--- src/rtl/exc_pkg.sv ---
// Shared types and constants for the exception/interrupt sequencer.
package exc_pkg;

   // Cause codes reported to coprocessor 0.
   typedef enum logic [2:0] {
      CAUSE_NONE = 3'd0,
      CAUSE_IRQ  = 3'd1,
      CAUSE_OVF  = 3'd2,
      CAUSE_SYS  = 3'd3,
      CAUSE_ILL  = 3'd4
   } cause_t;

   // Sequencer states.
   typedef enum logic [2:0] {
      ST_IDLE   = 3'd0,
      ST_DRAIN  = 3'd1,
      ST_ENTER  = 3'd2,
      ST_KERNEL = 3'd3,
      ST_RETURN = 3'd4
   } state_t;

   localparam logic [31:0] DEFAULT_VECTOR_ADDR = 32'h8000_0180;

   // Oldest instruction wins: E-stage overflow, then D-stage illegal, syscall, then interrupt.
   function automatic cause_t selectCause(input logic ovf, input logic ill,
                                          input logic sys, input logic irq);
      cause_t c;
      if (ovf) begin
         c = CAUSE_OVF;
      end else if (ill) begin
         c = CAUSE_ILL;
      end else if (sys) begin
         c = CAUSE_SYS;
      end else if (irq) begin
         c = CAUSE_IRQ;
      end else begin
         c = CAUSE_NONE;
      end
      return c;
   endfunction

endpackage

--- src/rtl/exc_sequencer_irq_sync.sv ---
// Two-flop synchronizer for the asynchronous external interrupt lines.
module irq_sync #(
   parameter int WIDTH = 4
) (
   input  logic             clk,
   input  logic             reset,
   input  logic [WIDTH-1:0] irqIn,
   output logic [WIDTH-1:0] irqOut
);

   logic [WIDTH-1:0] stage1;
   logic [WIDTH-1:0] stage2;

   // Two register stages to settle metastability before the lines reach the FSM.
   always_ff @(posedge clk or posedge reset) begin
      if (reset) begin
         stage1 <= '0;
         stage2 <= '0;
      end else begin
         stage1 <= irqIn;
         stage2 <= stage1;
      end
   end

   assign irqOut = stage2;

endmodule

--- src/rtl/exc_sequencer.sv ---
// Exception/interrupt sequencer: detects events, flushes and drains the pipeline,
// writes EPC/Cause, redirects fetch to the kernel vector and back on eret.
module exc_sequencer
   import exc_pkg::*;
#(
   parameter logic [31:0] VECTOR_ADDR  = DEFAULT_VECTOR_ADDR,
   parameter int          DRAIN_CYCLES = 2,
   parameter int          IRQ_W        = 4
) (
   input  logic             clk,
   input  logic             reset,
   input  logic [IRQ_W-1:0] irq_i,
   input  logic [IRQ_W-1:0] irq_mask_i,
   input  logic             overflow_e,
   input  logic [31:0]      pc_e,
   input  logic             illegal_d,
   input  logic             syscall_d,
   input  logic             eret_d,
   input  logic [31:0]      pc_d,
   input  logic             stall_d,
   input  logic [31:0]      epc_i,
   output logic             flush_f,
   output logic             flush_d,
   output logic             flush_e,
   output logic             busy_o,
   output logic             redirect_o,
   output logic [31:0]      redirect_pc_o,
   output logic             epc_we_o,
   output logic [31:0]      epc_o,
   output logic             cause_we_o,
   output logic [2:0]       cause_o,
   output logic             kernel_mode_o,
   output logic             double_fault_o
);

   localparam logic [2:0] DRAIN_INIT = 3'(DRAIN_CYCLES);

   state_t      state;
   state_t      stateNext;
   logic [2:0]  drainCnt;
   logic [31:0] epcLatch;
   cause_t      causeLatch;
   logic        kernelMode;
   logic        doubleFault;

   logic [IRQ_W-1:0] irqSync;
   logic        irqPend;
   logic        ovfEv;
   logic        illEv;
   logic        sysEv;
   logic        irqEv;
   logic        anyEv;
   logic        kernelFault;
   logic        eretGo;
   cause_t      evCause;
   logic [31:0] evEpc;

   logic        flushF;
   logic        flushD;
   logic        flushE;
   logic        busy;
   logic        redirect;
   logic [31:0] redirectPc;
   logic        writeStrobe;

   irq_sync #(.WIDTH(IRQ_W)) uIrqSync (
      .clk    (clk),
      .reset  (reset),
      .irqIn  (irq_i),
      .irqOut (irqSync)
   );

   // Event qualification: D-stage events and interrupts wait for D to be unstalled; overflow never waits.
   always_comb begin
      irqPend     = |(irqSync & irq_mask_i);
      ovfEv       = overflow_e;
      illEv       = ~stall_d & (illegal_d | eret_d);
      sysEv       = ~stall_d & syscall_d;
      irqEv       = ~stall_d & irqPend;
      evCause     = selectCause(ovfEv, illEv, sysEv, irqEv);
      anyEv       = (evCause != CAUSE_NONE);
      evEpc       = ovfEv ? pc_e : pc_d;
      kernelFault = overflow_e | (~stall_d & (illegal_d | syscall_d));
      eretGo      = eret_d & ~stall_d;
   end

   // Next-state selection for the sequencer FSM.
   always_comb begin
      stateNext = state;
      case (state)
         ST_IDLE: begin
            if (anyEv) begin
               stateNext = ST_DRAIN;
            end else begin
               stateNext = ST_IDLE;
            end
         end
         ST_DRAIN: begin
            if (drainCnt <= 3'd1) begin
               stateNext = ST_ENTER;
            end else begin
               stateNext = ST_DRAIN;
            end
         end
         ST_ENTER:  stateNext = ST_KERNEL;
         ST_KERNEL: begin
            if (eretGo) begin
               stateNext = ST_RETURN;
            end else begin
               stateNext = ST_KERNEL;
            end
         end
         ST_RETURN: stateNext = ST_IDLE;
         default:   stateNext = ST_IDLE;
      endcase
   end

   // State, drain counter, EPC/cause latches, mode and sticky double-fault registers.
   always_ff @(posedge clk or posedge reset) begin
      if (reset) begin
         state       <= ST_IDLE;
         drainCnt    <= 3'd0;
         epcLatch    <= 32'h0;
         causeLatch  <= CAUSE_NONE;
         kernelMode  <= 1'b0;
         doubleFault <= 1'b0;
      end else begin
         state <= stateNext;
         if (state == ST_IDLE && anyEv) begin
            drainCnt   <= DRAIN_INIT;
            epcLatch   <= evEpc;
            causeLatch <= evCause;
         end else if (state == ST_DRAIN) begin
            drainCnt <= drainCnt - 3'd1;
         end
         if (state == ST_ENTER) begin
            kernelMode <= 1'b1;
         end else if (state == ST_RETURN) begin
            kernelMode <= 1'b0;
         end
         if (state == ST_KERNEL && kernelFault) begin
            doubleFault <= 1'b1;
         end
      end
   end

   // Per-state pipeline control: flushes, freeze, CP0 write strobes and fetch redirect.
   always_comb begin
      flushF      = 1'b0;
      flushD      = 1'b0;
      flushE      = 1'b0;
      busy        = 1'b0;
      redirect    = 1'b0;
      redirectPc  = 32'h0;
      writeStrobe = 1'b0;
      case (state)
         ST_IDLE: begin
            if (anyEv) begin
               flushF = 1'b1;
               flushD = 1'b1;
               flushE = 1'b1;
            end else begin
               flushF = 1'b0;
               flushD = 1'b0;
               flushE = 1'b0;
            end
         end
         ST_DRAIN: begin
            busy   = 1'b1;
            flushF = 1'b1;
            flushD = 1'b1;
            flushE = 1'b1;
         end
         ST_ENTER: begin
            writeStrobe = 1'b1;
            redirect    = 1'b1;
            redirectPc  = VECTOR_ADDR;
         end
         ST_KERNEL: begin
            if (eretGo) begin
               flushF = 1'b1;
               flushD = 1'b1;
            end else begin
               flushF = 1'b0;
               flushD = 1'b0;
            end
         end
         ST_RETURN: begin
            redirect   = 1'b1;
            redirectPc = epc_i;
         end
         default: begin
            busy = 1'b0;
         end
      endcase
   end

   assign flush_f        = flushF;
   assign flush_d        = flushD;
   assign flush_e        = flushE;
   assign busy_o         = busy;
   assign redirect_o     = redirect;
   assign redirect_pc_o  = redirectPc;
   assign epc_we_o       = writeStrobe;
   assign cause_we_o     = writeStrobe;
   assign epc_o          = epcLatch;
   assign cause_o        = causeLatch;
   assign kernel_mode_o  = kernelMode;
   assign double_fault_o = doubleFault;

endmodule

--- config.mk ---
export PLATFORM = sky130hd
export DESIGN_NAME = exc_sequencer
export DESIGN_NICKNAME = d
export VERILOG_FILES = /design/src/rtl/exc_pkg.sv /design/src/rtl/exc_sequencer_irq_sync.sv /design/src/rtl/exc_sequencer.sv
export SDC_FILE = /design/constraint.sdc
export NUM_CORES = 1
export LEC_CHECK = 0
export CAP_MARGIN = 20
export CORE_MARGIN = 1.5
export CORE_UTILIZATION = 37
export DETAILED_ROUTE_END_ITERATION = 10
export PLACE_DENSITY = 0.84
export SLEW_MARGIN = 20
export SYNTH_ARGS = -nofsm -noshare
export SYNTH_HDL_FRONTEND = slang
export SYNTH_SLANG_ARGS = --single-unit
--- constraint.sdc ---
create_clock -name clk -period 4.3 [get_ports clk]
set_clock_uncertainty 0.2 [all_clocks]
set_input_delay 0.645 -clock clk [delete_from_list [all_inputs] [get_ports clk]]
set_output_delay 0.645 -clock clk [all_outputs]
set_load 0.05 [all_outputs]
==> metrics.cfg, run 1 <==
[outcome]
outcome = completed

[floorplan]
initial_core_util_pct = 38.2
rows = 30
dieArea_um2 = 7480
die_width_um = 86.5
coreArea_um2 = 6760
die_y_um = 86.5
pin_count = 187

[detailed_routing]
via_count = 2297
drt_iter0_markers = 71
wl_per_cell_um = 15.0
wl_um = 7110
vias_per_cell = 4.85
ant_nets = 0
drtPass1Iterations = 4
drc_errors = 0

[sta]
finalCriticalPeriod_ps = 3330
maxSlewHeadroom_pct = 42.3
fin_setup_tns_ps = 0
final_hold_viol_count = 0
max_slew.worst_pin.slew_ps = 864
rsz0062_at_grt = false
setup_violations = 0
fin_crit_sh_pct = 77.5
fin_ws_ps = 966
finalMaxSlewViolations = 0
max_freq_mhz = 300

[critical_path]
crit_arrival_ps = 2490
worst-endpoint-required_ps = 3450
critPathLaunchType = input pin
end_kind = output port
critPathMaxFanout = 3
crit_type = input pin to output port

[global_route]
grt_overflow_total = 0
grt_antenna_before_repair = 0
grtUsageTotal_pct = 18.8
grt_max_degree = 52
grt_pass1_wl_um = 10900
first_global_vias = 2282

[yosys]
yosysTopAreaCell = dfrtp_1
synth_cells = 212
yosysUniqueCellTypes = 33
synthesis.nets = 324
post_synth.cell_area_avg_um2 = 12.2
synth_area_um2 = 2580
synth_top_area_share_pct = 49.5
ys_seq_elements = 51
yosysSeqAreaShare_pct = 49.5
synth_area_leaders = dfrtp_1 (49%), mux2_2 (27%), and2_1 (7.5%), mux2_1 (1.3%), buf_4 (1.2%)
yosysWarnings = 0

[clock_tree]
worstSkewPairLatency_ps = 300
cts_sinks = 51
cts-root-buf = clkbuf_8
cts_setup_buffers = 0
cts_hold_buf = 0
htree_levels = 2
cts_resized = 0
cts_buffers = 5
cts_tree = yes
clockBufferDepth = 2
clkTransAtPathRegs_ps = 80

[place]
gp_congestion = 0.795
dp_hpwl_um = 5530
place_worst_setup_slack_ps = 1010
portBuffers = 186
place_area_um2 = 4480
dp.cells = 467

[flow_run]
drv_cap = 0

[pwr]
p_per_area_nw_per_um2 = 662
irDropWorstVdd_v = 0.000498
p_leak_uw = 0.00190

[hold_path]
hp-class = register to register

[finish]
final_cells = 474
design_area_um2 = 4580
post_route_cells_drive_above_1_share_pct = 20.1
nets = 506
syn_to_final_growth_pct = 77.5
diodes = 0
final_common_cell = clkdlybuf4s50_1
layout_common_cells = clkdlybuf4s50_1 (182), mux2_2 (61), dfrtp_1 (51)

==> sequential cells by signal (all words and copies together), names as in the netlist <==
register	flops
epc_o	32
uIrqSync.irqOut	4
uIrqSync.stage1	4
cause_o	3
drainCnt	3
state	3
double_fault_o	1
kernel_mode_o	1
==> power breakdown <==
part	internal [uW]	total [uW]	leakage (uW)	switching (uW)
registers	683	794	0.000598	111
clock network	171	318	0.0000513	147
logic	733	1920	0.00125	1190
==> path summary, 6_finish.rpt <==
kind                               startpoint                 end  slack [ps]  cells past startpoint
setup / recovery                irq_mask_i[1]             flush_d         970                      6
hold / removal             uIrqSync.stage1[1]  uIrqSync.irqOut[1]         150                      0
setup reg to reg           uIrqSync.irqOut[1]           epc_o[28]        1650                      5
hold reg to reg            uIrqSync.stage1[1]  uIrqSync.irqOut[1]         150                      0
max in group asynchronous               reset            epc_o[8]        2770                      2
min in group asynchronous               reset           epc_o[27]         610                      2
==> layout make-up <==
class	instances	area, um2
Fill cell	529	2180
Timing Repair Buffer	188	1860
Sequential cell	51	1280
Multi-Input combinational cell	141	1210
Tap cell	80	100
Clock buffer	6	72.6
Clock inverter	1	30.0
Inverter	7	27.5
==> metal layers <==
| layer | part of all wire (%) | GRT usage, % |
|---|---|---|
| met5 | 0 | 0 |
| met4 | 1.3 | 6.74 |
| met2 | 49 | 34.2 |
| met3 | 10 | 5.71 |
| met1 | 39 | 20.6 |
==> critical path, cell delays in order <==
cell and delay, ps:
clkdlybuf4s50_1 400, a222oi_1 650, a31oi_1 240, o21ai_4 210
o211ai_1 130, buf_4 220
==> logic make-up (layout without fill, tap and decap cells) <==
| group | count (synthesis) | count (layout) | synth area share, % |
|---|---|---|---|
| mux | 65 | 65 | 28.3 |
| flops | 51 | 51 | 49.5 |
| fa+ha+maj | 1 | 1 | 0.485 |
| compound gates | 19 | 19 | 5.29 |
| buf+inv | 20 | 202 | 4.12 |
| simple gates | 54 | 54 | 11.6 |
| xor+xnor | 2 | 2 | 0.679 |
==> cell usage after synthesis <==
cell type	count
o21ai_2	1
buf_1	1
nor2_1	7
buf_6	2
xnor2_1	2
inv_1	7
mux2_1	3
dfrtp_1	51
and2_1	31
nand2_1	8
or2_2	2
a222oi_1	1
o21bai_1	1
o22ai_1	2
a31oi_1	1
o211ai_1	3
ha_1	1
a32oi_1	1
a21o_1	3
a22o_1	1
mux2_2	61
nand3b_1	1
buf_4	4
nand2b_1	1
o21ai_0	1
nor3b_1	1
a21oi_1	3
clkbuf_1	5
nor2b_1	1
mux2i_1	1
buf_2	1
nor3_1	2
a31o_2	1
==> through the flow <==
stage	util [%]	power, uW	hold WS, ps
finish	67.8	3030	153
global route	67.8	3190	160
CTS	67.8	3060	154
detailed placement	66.3	2740	138
global placement	66.3	2710	133
floorplan	-	2090	131
(Power assumes the default switching activity.)
==> inputs of run 2 (changes only) <==
--- a/config.mk
+++ b/config.mk
@@ -7,9 +7,9 @@
 export LEC_CHECK = 0
 export CAP_MARGIN = 20
 export CORE_MARGIN = 1.5
-export CORE_UTILIZATION = 37
+export CORE_UTILIZATION = 35
 export DETAILED_ROUTE_END_ITERATION = 10
-export PLACE_DENSITY = 0.84
+export PLACE_DENSITY = 0.8
 export SLEW_MARGIN = 20
 export SYNTH_ARGS = -nofsm -noshare
 export SYNTH_HDL_FRONTEND = slang
==> constraint.sdc (replaced) <==
create_clock -name clk -period 3.2 [get_ports clk]
set_clock_uncertainty 0.2 [all_clocks]
set_input_delay 0.48 -clock clk [delete_from_list [all_inputs] [get_ports clk]]
set_output_delay 0.48 -clock clk [all_outputs]
set_load 0.05 [all_outputs]
==> metrics.cfg, run 2 (synthesis gave the netlist of run 1 again) <==
[finish]
largest_register_ffs = 32
nets = 511
seqCellArea_um2 = 1280
final_cells = 499
syn_to_final_growth_pct = 80.5
post_route_cells_drive_above_1_share_pct = 21.5
layout_common_cells = clkdlybuf4s50_1 (182), mux2_2 (61), dfrtp_1 (51)
final_common_cell = clkdlybuf4s50_1
fillers = 568
design_area_um2 = 4660
diodes = 0
multi_input_area_um2 = 1210

[sta]
fin_crit_sh_pct = 91.5
setup_violations = 0
finalCriticalPeriod_ps = 2930
fin_setup_tns_ps = 0
maxSlewHeadroom_pct = 51.9
final_hold_viol_count = 0
finalMaxSlewViolations = 0
fin_ws_ps = 273
max_freq_mhz = 342
max_slew.worst_pin.slew_ps = 716
rsz0062_at_grt = false

[critical_path]
end_kind = output port
critPathMaxFanout = 34
worst-endpoint-required_ps = 2520
crit_type = register to output port
crit_arrival_ps = 2250
critPathLaunchType = register

[clock_tree]
worstSkewPairLatency_ps = 300
cts_sinks = 51
cts_tree = yes
clkTransAtPathRegs_ps = 90
htree_levels = 2
clockBufferDepth = 2
cts_buffers = 5
cts-root-buf = clkbuf_8
cts_setup_buffers = 0
cts_hold_buf = 0
cts_resized = 0

[hold_path]
hp-class = register to register

[detailed_routing]
vias_per_cell = 4.70
wl_met2_um = 3730
routed.top_layer = met4
ant_nets = 0
routed-wl-met3_um = 832
drtPass1Iterations = 4
drt_iter0_markers = 44
wl_per_cell_um = 14.8
wl_met1_um = 2680
drc_errors = 0
via_count = 2344
wl_um = 7400

[pwr]
p_leak_uw = 0.00193
power_switching_share_pct = 47.7
p_clk_share_pct = 11.1
internal_power_uw = 2170
irDropWorstVdd_v = 0.000493
power_frac_comb_pct = 63.0
power.switching_uw = 1980
seqPwrFrac_pct = 25.9
p_per_area_nw_per_um2 = 890

[floorplan]
dieArea_um2 = 7900
initial_core_util_pct = 36.0
pin_count = 187
die_width_um = 88.9
coreArea_um2 = 7180
die_y_um = 88.9
rows = 31

[flow_run]
drv_cap = 0

[place]
portBuffers = 186
place_worst_setup_slack_ps = 418
dp.cells = 491
place_area_um2 = 4540
dp_hpwl_um = 5940
gp_congestion = 0.738

[global_route]
grt_antenna_before_repair = 0
grt_pass1_wl_um = 11200
grt_overflow_total = 0
first_global_vias = 2349
grt_max_degree = 35
grtUsageTotal_pct = 18.6

[outcome]
outcome = completed

run 2: layer usage:
metal  GRT usage [%]  vias to the layer above
li1                -                     1101
met1            20.1                     1108
met2            33.5                      123
met3            6.81                       12
met4            5.97                        0
met5               0                        -
run 2: area by class of cell:
type | instances | area share (%)
inverters | 7 | 0.564
well taps | 99 | 2.66
clock buffers | 6 | 1.77
clock inverters | 2 | 0.752
flip-flops and latches | 51 | 27.4
multi-input cells | 141 | 26.0
repair buffers | 193 | 40.8
run 2: path summary, 6_finish.rpt:
path / from / end / slack (ps) / depth (start not counted)
hold reg to reg: uIrqSync.stage1[2] / uIrqSync.irqOut[2] / 150 / 0
setup reg to reg: uIrqSync.irqOut[1] / epc_o[28] / 920 / 6
hold / removal: uIrqSync.stage1[2] / uIrqSync.irqOut[2] / 150 / 0
min in group asynchronous: reset / epc_o[0] / 230 / 2
setup / recovery: state[0] / redirect_pc_o[7] / 270 / 4
max in group asynchronous: reset / epc_o[14] / 1950 / 3
run 2: power groups by stage:
stage / Clock (uW) / Sequential [uW] / Combinational [uW]
after floorplan: 0 / 1880 / 931
after global routing: 500 / 1120 / 2740
after detailed placement: 0 / 1090 / 2630
after global placement: 0 / 1070 / 2600
after CTS: 473 / 1080 / 2640
final: 459 / 1070 / 2610
run 2: worst max-delay path, cell delays in order, from the launching register on:
cell	delay (ps)
dfrtp_1	470
nor3b_2	190
buf_4	280
a21o_1	160
clkdlybuf4s50_1	840
run 2: stage by stage:
step	power, uW	util (%)	hold WS (ps)
after floorplan	2810	-	131
after global placement	3670	63.2	132
after detailed placement	3720	63.2	140
after CTS	4190	64.9	156
after global routing	4350	64.9	163
final	4140	64.9	154
